<file path="config.mk">
export PLATFORM = sky130hd
export DESIGN_NAME = uart_tx
export DESIGN_NICKNAME = d
export VERILOG_FILES = /design/src/rtl/uart_tx_pkg.sv /design/src/rtl/tx_fifo.sv /design/src/rtl/uart_tx.sv
export SDC_FILE = /design/constraint.sdc
export NUM_CORES = 1
export LEC_CHECK = 0
export BUFFER_PORTS_ARGS = -buffer_cell sky130_fd_sc_hd__buf_4
export CELL_PAD_IN_SITES_DETAIL_PLACEMENT = 0
export CELL_PAD_IN_SITES_GLOBAL_PLACEMENT = 2
export CORE_MARGIN = 10
export CORE_UTILIZATION = 35
export DETAILED_ROUTE_END_ITERATION = 16
export GPL_TIMING_DRIVEN = 0
export PLACE_DENSITY = 0.68
export SETUP_SLACK_MARGIN = 0.3
export SLEW_MARGIN = 20
export SYNTH_ARGS = -nofsm -noshare
export SYNTH_HDL_FRONTEND = slang
export SYNTH_SLANG_ARGS = --single-unit
</file>
<file path="constraint.sdc">
create_clock -name clk_i -period 2.8 [get_ports clk_i]
set_clock_uncertainty 0.05 [all_clocks]
set_input_delay 0.28 -clock clk_i [delete_from_list [all_inputs] [get_ports clk_i]]
set_output_delay 0.28 -clock clk_i [all_outputs]
set_load 0.005 [all_outputs]
</file>
<file path="src/rtl/uart_tx_pkg.sv">
// Shared constants and state encoding for the 8N1 UART transmitter.
// The baud defaults are the same values the programming receiver uses, so both ends of the link agree.
package uart_tx_pkg;

   localparam int DEF_UART_DATA_LENGTH           = 8;
   localparam int DEF_TX_COUNTER_BITWIDTH        = 3;
   localparam int DEF_BAUD_COUNTS_PER_BIT        = 521;  // 10 MHz clk, 19200 baud
   localparam int DEF_BAUD_RATE_COUNTER_BITWIDTH = 10;
   localparam int DEF_FIFO_DEPTH                 = 4;
   localparam int DEF_FIFO_ADDR_WIDTH            = 2;

   typedef enum logic [1:0] {
      TX_IDLE  = 2'd0,
      TX_START = 2'd1,
      TX_DATA  = 2'd2,
      TX_STOP  = 2'd3
   } tx_state_t;

endpackage

</file>
<file path="src/rtl/tx_fifo.sv">
// Small synchronous FIFO holding bytes waiting for the UART transmitter.
// DEPTH must be a power of two so the pointers wrap by plain overflow.
module tx_fifo #(
   parameter int WIDTH      = 8,
   parameter int DEPTH      = 4,
   parameter int ADDR_WIDTH = 2
) (
   input  logic                  clk_i,
   input  logic                  reset_i,
   input  logic                  wr_i,
   input  logic [WIDTH-1:0]      wr_data_i,
   input  logic                  pop_i,
   output logic [WIDTH-1:0]      head_o,
   output logic                  full_o,
   output logic                  empty_o,
   output logic [ADDR_WIDTH:0]   count_o
);

   logic [WIDTH-1:0]      r_mem [DEPTH];
   logic [ADDR_WIDTH-1:0] r_wr_ptr;
   logic [ADDR_WIDTH-1:0] r_rd_ptr;
   logic [ADDR_WIDTH:0]   r_count;
   logic                  w_wr_en;
   logic                  w_pop_en;

   // Full is judged on the count before this edge, so a pop on the same edge does not make room.
   assign full_o   = (r_count == (ADDR_WIDTH+1)'(DEPTH));
   assign empty_o  = (r_count == '0);
   assign count_o  = r_count;
   assign head_o   = r_mem[r_rd_ptr];
   assign w_wr_en  = wr_i && !full_o;
   assign w_pop_en = pop_i && !empty_o;

   always_ff @(posedge clk_i) begin
      if (w_wr_en) r_mem[r_wr_ptr] <= wr_data_i;
   end

   always_ff @(posedge clk_i or negedge reset_i) begin
      if (!reset_i) begin
         r_wr_ptr <= '0;
         r_rd_ptr <= '0;
         r_count  <= '0;
      end else begin
         if (w_wr_en)  r_wr_ptr <= r_wr_ptr + ADDR_WIDTH'(1);
         if (w_pop_en) r_rd_ptr <= r_rd_ptr + ADDR_WIDTH'(1);
         case ({w_wr_en, w_pop_en})
            2'b10:   r_count <= r_count + (ADDR_WIDTH+1)'(1);
            2'b01:   r_count <= r_count - (ADDR_WIDTH+1)'(1);
            default: r_count <= r_count;
         endcase
      end
   end

endmodule

</file>
<file path="src/rtl/uart_tx.sv">
// Serial 8N1 UART transmitter: LSB first, one start bit, one stop bit, FIFO-buffered input.
// Handshake: a data_valid_strb_i edge is taken only if ready_o was high before it; otherwise it is dropped and overflow_o latches.
module uart_tx
   import uart_tx_pkg::*;
#(
   parameter int UART_DATA_LENGTH           = uart_tx_pkg::DEF_UART_DATA_LENGTH,
   parameter int TX_COUNTER_BITWIDTH        = uart_tx_pkg::DEF_TX_COUNTER_BITWIDTH,
   parameter int BAUD_COUNTS_PER_BIT        = uart_tx_pkg::DEF_BAUD_COUNTS_PER_BIT,
   parameter int BAUD_RATE_COUNTER_BITWIDTH = uart_tx_pkg::DEF_BAUD_RATE_COUNTER_BITWIDTH,
   parameter int FIFO_DEPTH                 = uart_tx_pkg::DEF_FIFO_DEPTH,
   parameter int FIFO_ADDR_WIDTH            = uart_tx_pkg::DEF_FIFO_ADDR_WIDTH
) (
   input  logic                        clk_i,
   input  logic                        reset_i,
   input  logic [UART_DATA_LENGTH-1:0] data_i,
   input  logic                        data_valid_strb_i,
   output logic                        ready_o,
   output logic                        tx_o,
   output logic                        busy_o,
   output logic                        overflow_o
);

   tx_state_t                         r_state;
   tx_state_t                         w_state_next;
   logic [BAUD_RATE_COUNTER_BITWIDTH-1:0] r_baud;
   logic [BAUD_RATE_COUNTER_BITWIDTH-1:0] w_baud_next;
   logic [TX_COUNTER_BITWIDTH-1:0]    r_bit;
   logic [TX_COUNTER_BITWIDTH-1:0]    w_bit_next;
   logic [UART_DATA_LENGTH-1:0]       r_shift;
   logic [UART_DATA_LENGTH-1:0]       w_shift_next;
   logic                              r_tx;
   logic                              w_tx_next;
   logic                              r_overflow;
   logic                              w_pop;
   logic                              w_baud_done;
   logic                              w_last_bit;
   logic [UART_DATA_LENGTH-1:0]       w_head;
   logic                              w_full;
   logic                              w_empty;
   logic [FIFO_ADDR_WIDTH:0]          w_count;

   tx_fifo #(
      .WIDTH      (UART_DATA_LENGTH),
      .DEPTH      (FIFO_DEPTH),
      .ADDR_WIDTH (FIFO_ADDR_WIDTH)
   ) u_fifo (
      .clk_i     (clk_i),
      .reset_i   (reset_i),
      .wr_i      (data_valid_strb_i),
      .wr_data_i (data_i),
      .pop_i     (w_pop),
      .head_o    (w_head),
      .full_o    (w_full),
      .empty_o   (w_empty),
      .count_o   (w_count)
   );

   assign w_baud_done = (r_baud == BAUD_RATE_COUNTER_BITWIDTH'(BAUD_COUNTS_PER_BIT - 1));
   assign w_last_bit  = (r_bit == TX_COUNTER_BITWIDTH'(UART_DATA_LENGTH - 1));

   always_comb begin
      w_state_next = r_state;
      w_baud_next  = r_baud;
      w_bit_next   = r_bit;
      w_shift_next = r_shift;
      w_pop        = 1'b0;
      w_tx_next    = 1'b1;
      case (r_state)
         TX_IDLE: begin
            w_baud_next = '0;
            if (!w_empty) begin
               w_pop        = 1'b1;
               w_shift_next = w_head;
               w_state_next = TX_START;
            end
         end
         TX_START: begin
            if (w_baud_done) begin
               w_baud_next  = '0;
               w_bit_next   = '0;
               w_state_next = TX_DATA;
            end else begin
               w_baud_next = r_baud + BAUD_RATE_COUNTER_BITWIDTH'(1);
            end
         end
         TX_DATA: begin
            if (w_baud_done) begin
               w_baud_next  = '0;
               w_shift_next = r_shift >> 1;
               if (w_last_bit) w_state_next = TX_STOP;
               else            w_bit_next   = r_bit + TX_COUNTER_BITWIDTH'(1);
            end else begin
               w_baud_next = r_baud + BAUD_RATE_COUNTER_BITWIDTH'(1);
            end
         end
         TX_STOP: begin
            if (w_baud_done) begin
               w_baud_next = '0;
               // Chain straight into the next start bit so queued bytes go out with no idle gap.
               if (!w_empty) begin
                  w_pop        = 1'b1;
                  w_shift_next = w_head;
                  w_state_next = TX_START;
               end else begin
                  w_state_next = TX_IDLE;
               end
            end else begin
               w_baud_next = r_baud + BAUD_RATE_COUNTER_BITWIDTH'(1);
            end
         end
         default: w_state_next = TX_IDLE;
      endcase
      // The line level is registered from the next state so tx_o comes straight off a flop.
      case (w_state_next)
         TX_START: w_tx_next = 1'b0;
         TX_DATA:  w_tx_next = w_shift_next[0];
         default:  w_tx_next = 1'b1;
      endcase
   end

   always_ff @(posedge clk_i or negedge reset_i) begin
      if (!reset_i) begin
         r_state    <= TX_IDLE;
         r_baud     <= '0;
         r_bit      <= '0;
         r_shift    <= '0;
         r_tx       <= 1'b1;
         r_overflow <= 1'b0;
      end else begin
         r_state <= w_state_next;
         r_baud  <= w_baud_next;
         r_bit   <= w_bit_next;
         r_shift <= w_shift_next;
         r_tx    <= w_tx_next;
         if (data_valid_strb_i && w_full) r_overflow <= 1'b1;
      end
   end

   assign tx_o       = r_tx;
   assign overflow_o = r_overflow;
   assign ready_o    = !w_full;
   assign busy_o     = (r_state != TX_IDLE) || (w_count != '0);

endmodule

</file>
-- Yosys cells after proc, flatten, opt, wreduce, memory -nomap -nowiden
Memory sizes are Yosys's and may differ from the RTL's.
Index checks and enable logic that the tools add are counted.
- bits in writable memories: 32
- memories: 1
- output and inout bits: 4
- word-level logic and storage cells: 71
- flip-flop bits (word level): 32
- memories (memory ; words ; width ; rd ports ; clocked after memory_dff ; wr ports ; line ; RTL):
    u_fifo.r_mem ; 4 ; 8 ; 1 ; 0 ; 1 ; tx_fifo.sv:19 ; logic [WIDTH-1:0] r_mem [DEPTH];
- reductions and logical operators: 16
- add/subtract/negate cells: 6
- mux-type cells: 24
- equality and inequality tests: 14
- operators with widths (cell ; number):
    $mux 8 ; 3
    $pmux 8 s3 ; 1
    $pmux 10 s2 ; 1
    $pmux 3 s2 ; 2
    $add 10x1->10 const B ; 1
    $eq 10x10->1 const B ; 1
    $mux 10 ; 1
    $mux 2 ; 5
    $mux 3 ; 3
    $eq 2x2->1 const B ; 4
    $ne 2x2->1 const B ; 4
    $pmux 2 s4 ; 1
    $add 3x1->3 const B ; 2
    $eq 2x1->1 const B ; 3
    $eq 3x3->1 const B ; 2
    $reduce_bool 2->1 ; 3
    $reduce_bool 3->1 ; 2
    $mux 1 ; 5
    $add 2x1->2 const B ; 2
    $pmux 1 s2 ; 2
    $reduce_and 4->1 ; 1
    $logic_and 1x1->1 ; 3
    $logic_not 3->1 ; 1
    $reduce_and 3->1 ; 1
    other kinds (5) ; 6

-- Longest topological paths before layout
Gate-level depths: netlist of the first run.
- depth in word-level cells: 7
- gate-level depth with buffers: 11
- depth with buffers taken out: 11

-- Cells and area by module
Synthesis of the first run repeated with hierarchy kept, for this count alone.
- cells, all modules: 239
- area, all modules: 3136.8 µm²
- modules (own cells, without submodules) (module ; area each (µm²) ; sequential area each (µm²) ; cells an instance ; instances):
    tx_fifo ; 1592.8 ; 1136.1 ; 79 ; 1
    uart_tx ; 1544.0 ; 626.9 ; 160 ; 1

-- Worst setup path before layout of the first run
OpenSTA, ideal clock, no wires.
- path type: reg-to-reg
- from: register r_baud[0]
- to: register u_fifo.r_count[2], in the netlist u_fifo.count_o[2]
- clock period less this slack: 2.528 ns
- required time: 2.671 ns
- arrival: 2.399 ns
- setup slack: 0.272 ns
- cell stages (with the launch flop): 12
- cells stage by stage: dfrtp_1 > inv_1 > ha_1 > and4bb_2 > a41oi_4 > nor3_1 > ha_1 > inv_1 > fa_1 > xor2_1 > nor2_1 > xor2_1
- cells in the longest elaborated chain, start to end: 6
- RTL lines (item ; line ; RTL):
    start: declaration ; uart_tx.sv:25 ; logic [BAUD_RATE_COUNTER_BITWIDTH-1:0] r_baud;
    start signal: assignment ; uart_tx.sv:131 ; r_baud <= w_baud_next;
    $eq 10x10->1 * ; uart_tx.sv:58 ; assign w_baud_done = (r_baud == BAUD_RATE_COUNTER_BITWIDTH'(BAUD_COUNTS_PER_BIT - 1));
    $mux 1 * ; uart_tx.sv:97 ; if (w_baud_done) begin
    $pmux 1 s2 * ; uart_tx.sv:68 ; case (r_state)
    $logic_and 1x1->1 * ; tx_fifo.sv:32 ; assign w_pop_en = pop_i && !empty_o;
    net u_fifo.w_pop_en ; tx_fifo.sv:24 ; logic w_pop_en;
    $eq 2x1->1 / $eq 2x2->1 (equally long branches) ; tx_fifo.sv:46 ; case ({w_wr_en, w_pop_en})
    $pmux 3 s2 / $reduce_bool 2->1 (equally long branches) ; - ;
    end signal: assignment ; tx_fifo.sv:47 ; 2'b10: r_count <= r_count + (ADDR_WIDTH+1)'(1);
    end signal: assignment ; tx_fifo.sv:48 ; 2'b01: r_count <= r_count - (ADDR_WIDTH+1)'(1);
    end signal: assignment ; tx_fifo.sv:49 ; default: r_count <= r_count;
    end: declaration ; tx_fifo.sv:22 ; logic [ADDR_WIDTH:0] r_count;
The timed path passes the listed nets; every way through them passes the cells marked *.
A chain may end at the register's enable or synchronous reset.

-- Final worst setup path of the first run
Ends and elaborated chain as after synthesis.

==> results.sh, run 1 <==
export IMPL_global_route_usage_total=0.09730
export IMPL_seq_area_frac_synth=0.5732
export IMPL_clk_path_buf_depth=2
export IMPL_synth_cell_type_count=48
export IMPL_grt_max_degree=33
export IMPL_synthCells=230
export IMPL_timing_final_hold_violations=0
export IMPL_min_path_type="in -> reg"
export IMPL_finalCriticalPeriod_ns=2.366
export IMPL_io_pins=15
export IMPL_run_status="finished, final reports clean"
export IMPL_netlist_top_cells_area="sky130_fd_sc_hd__edfxtp_1, sky130_fd_sc_hd__dfrtp_1, sky130_fd_sc_hd__mux4_2"
export IMPL_flow_area_growth_from_synthesis_pct=17.90
export IMPL_timing_critical_path_fanout_max=2
export IMPL_layout_cells_non_filler=376
export IMPL_syn_avg_cell_area_sq_um=13.37
export IMPL_cpMaxStageDelayCell="sky130_fd_sc_hd__dfrtp_1"
export IMPL_initial_cell_density_of_the_core=0.3561
export IMPL_grt_setup_unrepaired="true"
export IMPL_ff_latch_area_sq_mm=0.001763
export IMPL_arrival_ns=2.58
export IMPL_via_total_after_detailed_routing=1851
export IMPL_drv_cap=0
export IMPL_first_drt_iteration_drcs=80
export IMPL_critical_path_endpoint="u_fifo.count_o[2]$_DFFE_PN0P_"
export IMPL_clock_sink_count=64
export IMPL_post_route_cells_drive_above_1_share=0.2575
export IMPL_synth_fp_nets=256
export IMPL_globalRouteOverflowTotal=0
export IMPL_timing_critical_path_slowest_cell_delay_ns=0.38
export IMPL_pre_antenna_drt_iters=4
export IMPL_crit_path_cell_trace="inv_1 -> ha_2 -> and4bb_2 -> a41oi_4 -> nor3_4 -> ha_2 -> inv_1 -> fa_2 -> xor2_1 -> nor2_1 -> xor2_1"
export IMPL_dp_hpwl_mm=3.924
export IMPL_synth_async_sr_flop_share=0.5000
export IMPL_die_h_um=113.7
export IMPL_worstReg2RegStart="r_baud[0]$_DFF_PN0_"
export IMPL_worst_slew_margin=0.5028
export IMPL_synth_edff_count=32
export IMPL_power_mw=2.473
export IMPL_pre_cts_slack_ns=0.04129
export IMPL_ys_seq_elements=64
export IMPL_synth_main_ff_cell="sky130_fd_sc_hd__edfxtp_1"
export IMPL_maxClockFrequency_ghz=0.4227
export IMPL_power_density_mw_per_mm2=681.9
export IMPL_grt_antenna_before_repair=0
export IMPL_vias_per_cell=4.923
export IMPL_grt_first_pass_wirelength_mm=9.915
export IMPL_floorplan_die_width_um=113.7
export IMPL_start_kind="flop"
export IMPL_final_setup_tns_ns=0
export IMPL_worst_endpoint_required_ns=3.02
export IMPL_routed_wirelength_normalized_by_instance_count_um=15.26
export IMPL_peakVddDrop_v=0.0003817
export IMPL_drc=0
export IMPL_ctsHtreeMaxLevel=3
export IMPL_min_period_over_period=0.8449
export IMPL_cts_tree="yes"
export IMPL_synth_largest_type_area_fraction=0.3124
export IMPL_final_hold_worst_slack_ns=0.08514
export IMPL_finish_net_count=289
export IMPL_yosysWarnings=0
export IMPL_multi_input_area_sq_mm=0.001254
export IMPL_insertion_delay_ns=0.34
export IMPL_r2r_end="u_fifo.count_o[2]$_DFFE_PN0P_"
export IMPL_setup_slack_of_the_most_critical_reg_to_reg_path_ns=0.43
export IMPL_first_global_vias=1937
export IMPL_postRouteAntennaNets=0
export IMPL_report_final_setup_viol=0
export IMPL_critical_path_endpoint_type="flop"
export IMPL_core_area_sq_mm=0.008636
export IMPL_power_leakage_nw=1.484
export IMPL_die_area_sq_mm=0.01294
export IMPL_drt_wl_total_mm=5.736
export IMPL_insertedDiodeCount=0
export IMPL_final_max_slew_viol_count=0
export IMPL_cp_startpoint="r_baud[0]$_DFF_PN0_"
export IMPL_worst_r2r_path_depth=11
export IMPL_clk_pin_slew_worst_paths_ns=0.08
export IMPL_worstMarginPinSlew_ns=0.7402
export IMPL_dp_cells=352
export IMPL_layout_setup_ws_ns=0.4342
export IMPL_tritoncts_num_buffers=9
export IMPL_cts_root_buffer="sky130_fd_sc_hd__clkbuf_8"
export IMPL_fill_cells=836
export IMPL_synthDominantAreaCellType="sky130_fd_sc_hd__edfxtp_1"
export IMPL_crit_type="reg -> reg"
export IMPL_placement_rows=34
export IMPL_port_buffers=14
export IMPL_mappedNetlistArea_sq_mm=0.003075
export IMPL_place_gp_congestion=0.7020
[Yosys cell counts, drive strengths merged (2+ instances only)]
master,instances
a21oi,2
mux4,8
nand2,14
nor2,21
and3,8
or3,3
buf,4
nand3,11
clkbuf,2
edfxtp,32
ha,14
xnor2,8
xor2,6
a41oi,2
o21ai,12
mux2i,7
dfrtp,31
a31o,2
a22o,10
inv,10
nor3,3
and4,2
[state kept, by name, indices dropped and copies added, names as in the netlist]
register	flops
r_baud	10
tx_o	1
overflow_o	1
u_fifo.r_rd_ptr	2
u_fifo.count_o	3
u_fifo.r_mem	32
u_fifo.r_wr_ptr	2
r_shift	8
r_bit	3
r_state	2
[cell usage in the layout (no fill, tap or decap), types with 2 or more instances in the layout]
cell type / instances
sky130_fd_sc_hd__edfxtp_1: 32
sky130_fd_sc_hd__dfrtp_1: 31
sky130_fd_sc_hd__buf_4: 23
sky130_fd_sc_hd__nor2_1: 20
sky130_fd_sc_hd__nand2_1: 14
sky130_fd_sc_hd__o21ai_0: 12
sky130_fd_sc_hd__nand3_1: 11
sky130_fd_sc_hd__ha_1: 11
sky130_fd_sc_hd__inv_1: 10
sky130_fd_sc_hd__a22o_1: 10
sky130_fd_sc_hd__clkbuf_8: 9
sky130_fd_sc_hd__xnor2_1: 8
sky130_fd_sc_hd__mux4_2: 8
sky130_fd_sc_hd__and3_1: 7
sky130_fd_sc_hd__mux2i_1: 7
sky130_fd_sc_hd__xor2_1: 6
sky130_fd_sc_hd__or3_1: 3
sky130_fd_sc_hd__ha_2: 3
sky130_fd_sc_hd__nor3_1: 2
sky130_fd_sc_hd__a31o_2: 2
sky130_fd_sc_hd__clkinv_4: 2
sky130_fd_sc_hd__inv_6: 2
sky130_fd_sc_hd__bufinv_16: 2
[how the worst min path moves through the flow]
stage | slack [ns] | cells past startpoint | end | startpoint
4_1_cts | 0.07 | 1 | u_fifo.r_mem[1][4]$_DFFE_PP_ | data_i[4]
3_5_place_dp | 0.21 | 1 | r_baud[9]$_DFF_PN0_ | reset_i
2_1_floorplan | -0.07 | 0 | overflow_o$_DFFE_PN0P_ | reset_i
3_3_place_gp | 0.21 | 1 | r_baud[9]$_DFF_PN0_ | reset_i
6_report | 0.09 | 1 | u_fifo.r_mem[1][4]$_DFFE_PP_ | data_i[4]
5_1_grt | 0.07 | 1 | u_fifo.r_mem[1][4]$_DFFE_PP_ | data_i[4]
[metal layers]
layer / share of wire / global-route usage
met1: 0.49 / 0.1269
met4: 0.018 / 0.04738
met5: 0 / 0
met3: 0.036 / 0.02992
met2: 0.46 / 0.1432
[area by class of cell]
class	instances	area share
clock inverters	7	0.02830
multi-input cells	150	0.3458
repair buffers	22	0.04624
well taps	108	0.03727
flip-flops and latches	64	0.4862
clock buffers	9	0.03416
inverters	10	0.01035
plain buffers	6	0.01173
[per-stage QoR]
stage	util	area, sq um
6_report	0.4199	3626
3_5_place_dp	0.3845	3321
3_3_place_gp	0.3845	3321
5_1_grt	0.4199	3626
2_1_floorplan	-	3080
4_1_cts	0.4181	3611
[logic make-up after synthesis]
| family | Yosys count | synth area share |
|---|---|---|
| xor+xnor | 14 | 0.03987 |
| simple gates | 70 | 0.1225 |
| compound gates | 35 | 0.08992 |
| flops | 64 | 0.5732 |
| buf+inv | 16 | 0.02604 |
| mux | 16 | 0.08503 |
| fa+ha+maj | 15 | 0.06347 |
[critical path: cells and delay by family (launching register included)]
kind	cells	cell delay [ns]
adder cells (fa/ha/maj)	3	0.71
AND/OR/NAND/NOR	3	0.63
flip-flops	1	0.38
XOR/XNOR	2	0.28
AO/OA/AOI/OAI	1	0.12
buffers and inverters	2	0.11
[repair_timing]
item | CTS | global route
pin swaps | 3 | 4
endpoints found under the setup margin | 2 | 1
hold buffers | 1 | 0
setup buffers | 6 | 1
gates resized for setup | 2 | 3
hold endpoints to repair | 31 | 0
[power by group]
| part | internal, mW | total, mW | switching [mW] |
|---|---|---|---|
| clock | 0.510 | 0.902 | 0.392 |
| combinational | 0.163 | 0.359 | 0.195 |
| sequential | 1.14 | 1.21 | 0.0738 |
(Power assumes the default switching activity.)
==> run 2, diff against run 1 <==
==> constraint.sdc (replaced) <==
create_clock -name clk_i -period 2.2 [get_ports clk_i]
set_clock_uncertainty 0.05 [all_clocks]
set_input_delay 0.22 -clock clk_i [delete_from_list [all_inputs] [get_ports clk_i]]
set_output_delay 0.22 -clock clk_i [all_outputs]
set_load 0.005 [all_outputs]
==> results.sh, run 2 (synthesized netlist as in run 1, its figures left out) <==
export IMPL_run_status="complete, but fails checks"
export IMPL_violations_in_the_final_reports="negative setup slack"
export IMPL_critical_path_endpoint_type="flop"
export IMPL_finish_net_count=299
export IMPL_grt_max_degree=33
export IMPL_mostFrequentLayoutCell="sky130_fd_sc_hd__edfxtp_1"
export IMPL_layout_common_cells="sky130_fd_sc_hd__edfxtp_1, sky130_fd_sc_hd__dfrtp_1, sky130_fd_sc_hd__buf_4, sky130_fd_sc_hd__nor2_1, sky130_fd_sc_hd__nand2_1"
export IMPL_clk_pin_slew_worst_paths_ns=0.08
export IMPL_placement_rows=34
export IMPL_insertedDiodeCount=0
export IMPL_tritoncts_num_buffers=9
export IMPL_flow_area_growth_from_synthesis_pct=23.76
export IMPL_part_of_the_power_in_the_clock_network=0.385
export IMPL_die_area_sq_mm=0.01294
export IMPL_via_total_after_detailed_routing=1907
export IMPL_register_with_the_most_flip_flops="u_fifo.r_mem"
export IMPL_grt_setup_unrepaired="true"
export IMPL_arrival_ns=2.69
export IMPL_report_final_setup_viol=4
export IMPL_crit_type="reg -> reg"
export IMPL_min_period_over_period=1.124
export IMPL_first_global_vias=2036
export IMPL_initial_cell_density_of_the_core=0.3561
export IMPL_grt_antenna_before_repair=0
export IMPL_io_pins=15
export IMPL_comb_power_share=0.145
export IMPL_clock_sink_count=64
export IMPL_dp_cells=352
export IMPL_drv_cap=0
export IMPL_cts_root_buffer="sky130_fd_sc_hd__clkbuf_8"
export IMPL_start_kind="flop"
export IMPL_timing_critical_path_fanout_max=2
export IMPL_layout_top_registers="u_fifo.r_mem (32), r_baud (10), r_shift (8)"
export IMPL_ctsHtreeMaxLevel=3
export IMPL_maxClockFrequency_ghz=0.4045
export IMPL_cts_tree="yes"
export IMPL_die_h_um=113.7
export IMPL_pre_antenna_drt_iters=4
export IMPL_floorplan_die_width_um=113.7
export IMPL_grt_first_pass_wirelength_mm=10.15
export IMPL_first_drt_iteration_drcs=62
export IMPL_vias_per_cell=4.940
export IMPL_largest_register_ffs=32
export IMPL_power_switching_fraction=0.2638
export IMPL_cellInternalPower_mw=2.433
export IMPL_seq_power_share=0.470
export IMPL_timing_final_hold_violations=0
export IMPL_insertion_delay_ns=0.33
export IMPL_final_max_slew_viol_count=0
export IMPL_layout_setup_ws_ns=-0.2719
export IMPL_worst_slew_margin=0.4766
export IMPL_port_buffers=14
export IMPL_core_area_sq_mm=0.008636
export IMPL_power_leakage_nw=1.576
export IMPL_min_path_type="in -> reg"
export IMPL_drt_wl_total_mm=5.990
export IMPL_layout_cells_non_filler=386
export IMPL_place_gp_congestion=0.6877
export IMPL_dp_hpwl_mm=3.919
export IMPL_global_route_usage_total=0.09816
export IMPL_clk_path_buf_depth=2
export IMPL_postRouteAntennaNets=0
export IMPL_worstMarginPinSlew_ns=0.7791
export IMPL_routed_wirelength_normalized_by_instance_count_um=15.52
export IMPL_worst_endpoint_required_ns=2.41
export IMPL_fill_cells=812
export IMPL_power_density_mw_per_mm2=868.1
export IMPL_peakVddDrop_v=0.0006363
export IMPL_finalCriticalPeriod_ns=2.472
export IMPL_finished_core_util=0.4407
export IMPL_power_mw=3.304
export IMPL_post_route_cells_drive_above_1_share=0.3273
export IMPL_power_net_switching_mw=0.8715
export IMPL_drc=0
export IMPL_globalRouteOverflowTotal=0
-- run 2: changes by cell type in the layout (fill, tap and decap cells not counted), sizes merged --
cell and change:
buf +10, clkinv -1, inv +1, bufinv +1, clkinvlp -1
-- run 2: metal layers --
layer	up-vias	GRT usage	part of all wire
li1	933	-	-
met1	933	0.1240	0.50
met2	31	0.1550	0.45
met3	10	0.02362	0.030
met4	0	0.04569	0.018
met5	-	0	0
-- run 2: path summary, 6_finish.rpt --
kind	startpoint	end	slack, ns	cells after the start
min reg2reg	overflow_o$_DFFE_PN0P_	overflow_o$_DFFE_PN0P_	0.45	1
min in group asynchronous	reset_i	r_bit[1]$_DFFE_PN0P_	0.33	2
max in group asynchronous	reset_i	tx_o$_DFF_PN1_	1.43	2
max	r_baud[0]$_DFF_PN0_	tx_o$_DFF_PN1_	-0.27	11
max reg2reg	r_baud[0]$_DFF_PN0_	tx_o$_DFF_PN1_	-0.27	11
min	data_i[2]	u_fifo.r_mem[1][2]$_DFFE_PP_	0.03	1
-- run 2: final cells by class --
| cell class | count | area, sq um | share of cell area |
|---|---|---|---|
| Buffer | 6 | 46.29 | 0.01216 |
| Clock buffer | 9 | 123.9 | 0.03254 |
| Clock inverter | 7 | 125.1 | 0.03287 |
| Inverter | 10 | 37.54 | 0.009862 |
| Multi-Input combinational cell | 150 | 1311 | 0.3445 |
| Sequential cell | 64 | 1765 | 0.4638 |
| Tap cell | 108 | 135.1 | 0.03550 |
| Timing Repair Buffer | 32 | 261.5 | 0.06870 |
-- run 2: power groups by stage --
stage	registers (mW)	logic, mW	clock network, mW
2_1_floorplan	1.54	0.326	0
3_3_place_gp	1.57	0.468	0
3_5_place_dp	1.57	0.471	0
4_1_cts	1.55	0.480	1.30
5_1_grt	1.58	0.545	1.34
6_report	1.55	0.478	1.27
-- run 2: critical path, stage by stage (launching register included) --
cell	delay (ns)
sky130_fd_sc_hd__dfrtp_1	0.38
sky130_fd_sc_hd__inv_1	0.06
sky130_fd_sc_hd__ha_2	0.18
sky130_fd_sc_hd__and4bb_2	0.28
sky130_fd_sc_hd__a41oi_4	0.15
sky130_fd_sc_hd__buf_4	0.18
sky130_fd_sc_hd__buf_6	0.10
sky130_fd_sc_hd__buf_6	0.10
sky130_fd_sc_hd__buf_6	0.10
sky130_fd_sc_hd__buf_6	0.10
sky130_fd_sc_hd__or4b_4	0.54
sky130_fd_sc_hd__a41oi_2	0.18
-- run 2: per-stage QoR --
step | setup WS, ns | area (sq um) | hold slack [ns] | setup TNS, ns
floorplan | -0.2106 | 3085 | -0.1256 | -0.3070
global placement | -0.5940 | 3326 | 0.1472 | -1.422
detailed placement | -0.5887 | 3326 | 0.1554 | -1.155
CTS | -0.2310 | 3691 | 0.01512 | -0.5178
global route | -0.3711 | 3806 | 0.01930 | -1.203
finish | -0.2719 | 3806 | 0.02924 | -0.7375
-- run 2: what timing repair did --
item,4_1_cts,5_1_grt
setup endpoints to repair,19,18
buffers inserted,10,7
pin swaps,6,7
endpoints found under the hold margin,31,0
resized for setup,8,23
hold buffers,1,0
==> run 3, diff against run 2 <==
--- a/config.mk
+++ b/config.mk
@@ -8,7 +8,6 @@
 export BUFFER_PORTS_ARGS = -buffer_cell sky130_fd_sc_hd__buf_4
 export CELL_PAD_IN_SITES_DETAIL_PLACEMENT = 0
 export CELL_PAD_IN_SITES_GLOBAL_PLACEMENT = 2
-export CORE_MARGIN = 10
 export CORE_UTILIZATION = 35
 export DETAILED_ROUTE_END_ITERATION = 16
 export GPL_TIMING_DRIVEN = 0
==> constraint.sdc (replaced) <==
create_clock -name clk_i -period 3 [get_ports clk_i]
set_clock_uncertainty 0.05 [all_clocks]
set_input_delay 0.15 -clock clk_i [delete_from_list [all_inputs] [get_ports clk_i]]
set_output_delay 0.15 -clock clk_i [all_outputs]
set_load 0.005 [all_outputs]
==> results.sh, run 3 (synthesized netlist as in run 1, its figures left out) <==
export IMPL_first_drt_iteration_drcs=74
export IMPL_layout_cells_non_filler=376
export IMPL_layout_common_cells="sky130_fd_sc_hd__edfxtp_1, sky130_fd_sc_hd__dfrtp_1, sky130_fd_sc_hd__nor2_1, sky130_fd_sc_hd__buf_4"
export IMPL_arrival_ns=2.73
export IMPL_power_leakage_nw=1.495
export IMPL_core_area_sq_mm=0.008341
export IMPL_cpMaxStageDelayCell="sky130_fd_sc_hd__dfrtp_1"
export IMPL_layout_top_registers="u_fifo.r_mem (32), r_baud (10), r_shift (8)"
export IMPL_power_density_mw_per_mm2=631.6
export IMPL_worst_r2r_path_depth=11
export IMPL_dp_cells=349
export IMPL_globalRouteOverflowTotal=0
export IMPL_worstMarginPinSlew_ns=0.7524
export IMPL_via_total_after_detailed_routing=1861
export IMPL_min_path_type="in -> reg"
export IMPL_place_gp_congestion=0.6986
export IMPL_grt_max_degree=33
export IMPL_grt_antenna_before_repair=0
export IMPL_initial_cell_density_of_the_core=0.3687
export IMPL_mostFrequentLayoutCell="sky130_fd_sc_hd__edfxtp_1"
export IMPL_post_route_cell_area_sq_mm=0.003659
export IMPL_insertion_delay_ns=0.34
export IMPL_floorplan_die_width_um=95.74
export IMPL_cts_tree="yes"
export IMPL_crit_path_cell_trace="inv_1 -> ha_1 -> and4bb_4 -> a41oi_4 -> nor3_4 -> ha_1 -> inv_1 -> fa_1 -> xor2_1 -> nor2_1 -> xor2_1"
export IMPL_worst_endpoint_required_ns=3.22
export IMPL_maxClockFrequency_ghz=0.3977
export IMPL_largest_register_ffs=32
export IMPL_clk_pin_slew_worst_paths_ns=0.08
export IMPL_tritoncts_num_buffers=9
export IMPL_run_status="finished, final reports clean"
export IMPL_start_kind="flop"
export IMPL_dp_hpwl_mm=3.751
export IMPL_die_h_um=95.74
export IMPL_finish_net_count=292
export IMPL_first_global_vias=1948
export IMPL_global_route_usage_total=0.1454
export IMPL_io_pins=15
export IMPL_flow_area_growth_from_synthesis_pct=18.96
export IMPL_final_max_slew_viol_count=0
export IMPL_grt_first_pass_wirelength_mm=9.742
export IMPL_die_area_sq_mm=0.009166
export IMPL_clock_sink_count=64
export IMPL_post_route_cells_drive_above_1_share=0.2214
export IMPL_crit_type="reg -> reg"
export IMPL_placement_rows=33
export IMPL_worst_slew_margin=0.4945
export IMPL_register_with_the_most_flip_flops="u_fifo.r_mem"
export IMPL_final_hold_worst_slack_ns=0.03266
export IMPL_fill_cells=786
export IMPL_grt_setup_unrepaired="false"
export IMPL_finalCriticalPeriod_ns=2.514
export IMPL_postRouteAntennaNets=0
export IMPL_peakVddDrop_v=0.0003594
export IMPL_final_setup_tns_ns=0
export IMPL_cts_root_buffer="sky130_fd_sc_hd__clkbuf_8"
export IMPL_ctsHtreeMaxLevel=3
export IMPL_multi_input_area_sq_mm=0.001247
export IMPL_critical_path_endpoint_type="flop"
export IMPL_drt_wl_total_mm=5.732
export IMPL_clk_path_buf_depth=2
export IMPL_pre_antenna_drt_iters=4
export IMPL_vias_per_cell=4.949
export IMPL_min_period_over_period=0.8381
export IMPL_insertedDiodeCount=0
export IMPL_drc=0
export IMPL_holdPathStages=2
export IMPL_drv_cap=0
export IMPL_report_final_setup_viol=0
export IMPL_timing_critical_path_slowest_cell_delay_ns=0.43
export IMPL_port_buffers=14
export IMPL_timing_final_hold_violations=0
export IMPL_placed_standard_cell_area_sq_mm=0.003312
export IMPL_ff_latch_area_sq_mm=0.001763
export IMPL_routed_wirelength_normalized_by_instance_count_um=15.24
export IMPL_timing_critical_path_fanout_max=6
run 3: changes by cell type in the layout (fill, tap and decap cells not counted), sizes merged:
cell and change:
buf -15, dlygate4sd3 +8, bufinv -1, clkinv +1, clkinvlp +1, inv -1
run 3: per-stage QoR:
| step | total power, mW | util | setup WS, ns |
|---|---|---|---|
| 3_3_place_gp | 1.489 | 0.3971 | 0.01752 |
| 2_1_floorplan | 1.365 | - | 0.4722 |
| 5_1_grt | 2.437 | 0.4386 | 0.3091 |
| 4_1_cts | 2.355 | 0.4382 | 0.4007 |
| 3_5_place_dp | 1.495 | 0.3971 | 0.03338 |
| 6_report | 2.311 | 0.4386 | 0.4857 |
run 3: layer usage:
metal  part of all wire  wire (um)  global-route usage
met1               0.48       2769              0.1892
met2               0.48       2752              0.2327
met3              0.024        136             0.04502
met4              0.013         74             0.04478
met5                  0          0                   0
run 3: repair_timing:
item / in CTS / in global routing
pin swaps: 2 / 0
resized for setup: 2 / 1
hold buffers: 9 / 0
setup buffers: 2 / 0
endpoints found under the hold margin: 63 / 0
endpoints found under the setup margin: 2 / 1
run 3: layout make-up:
class                   instances  area share
clock inverters                 7     0.02804
plain buffers                   6     0.01163
repair buffers                 25     0.05746
flip-flops and latches         64      0.4819
well taps                     105     0.03591
clock buffers                   9     0.03386
multi-input cells             150      0.3410
inverters                      10     0.01026
run 3: where the power goes:
part / internal [mW] / leakage [nW] / total [mW] / switching (mW)
clock: 0.476 / 0.110 / 0.836 / 0.360
sequential: 1.06 / 0.682 / 1.13 / 0.0704
combinational: 0.157 / 0.702 / 0.342 / 0.185
run 3: worst max-delay path, delay by kind of cell (launching register included):
| family | cells | cell delay (ns) |
|---|---|---|
| AO/OA/AOI/OAI | 1 | 0.13 |
| adder cells (fa/ha/maj) | 3 | 0.74 |
| AND/OR/NAND/NOR | 3 | 0.67 |
| buffers and inverters | 2 | 0.14 |
| flip-flops | 1 | 0.43 |
| XOR/XNOR | 2 | 0.29 |
run 3: worst paths after layout:
check	end	slack, ns	startpoint
setup / recovery	u_fifo.count_o[2]$_DFFE_PN0P_	0.49	r_baud[0]$_DFF_PN0_
hold / removal	overflow_o$_DFFE_PN0P_	0.03	data_valid_strb_i
setup reg to reg	u_fifo.count_o[2]$_DFFE_PN0P_	0.49	r_baud[0]$_DFF_PN0_
hold reg to reg	overflow_o$_DFFE_PN0P_	0.45	overflow_o$_DFFE_PN0P_
max in group asynchronous	tx_o$_DFF_PN1_	2.31	reset_i
min in group asynchronous	r_baud[0]$_DFF_PN0_	0.23	reset_i
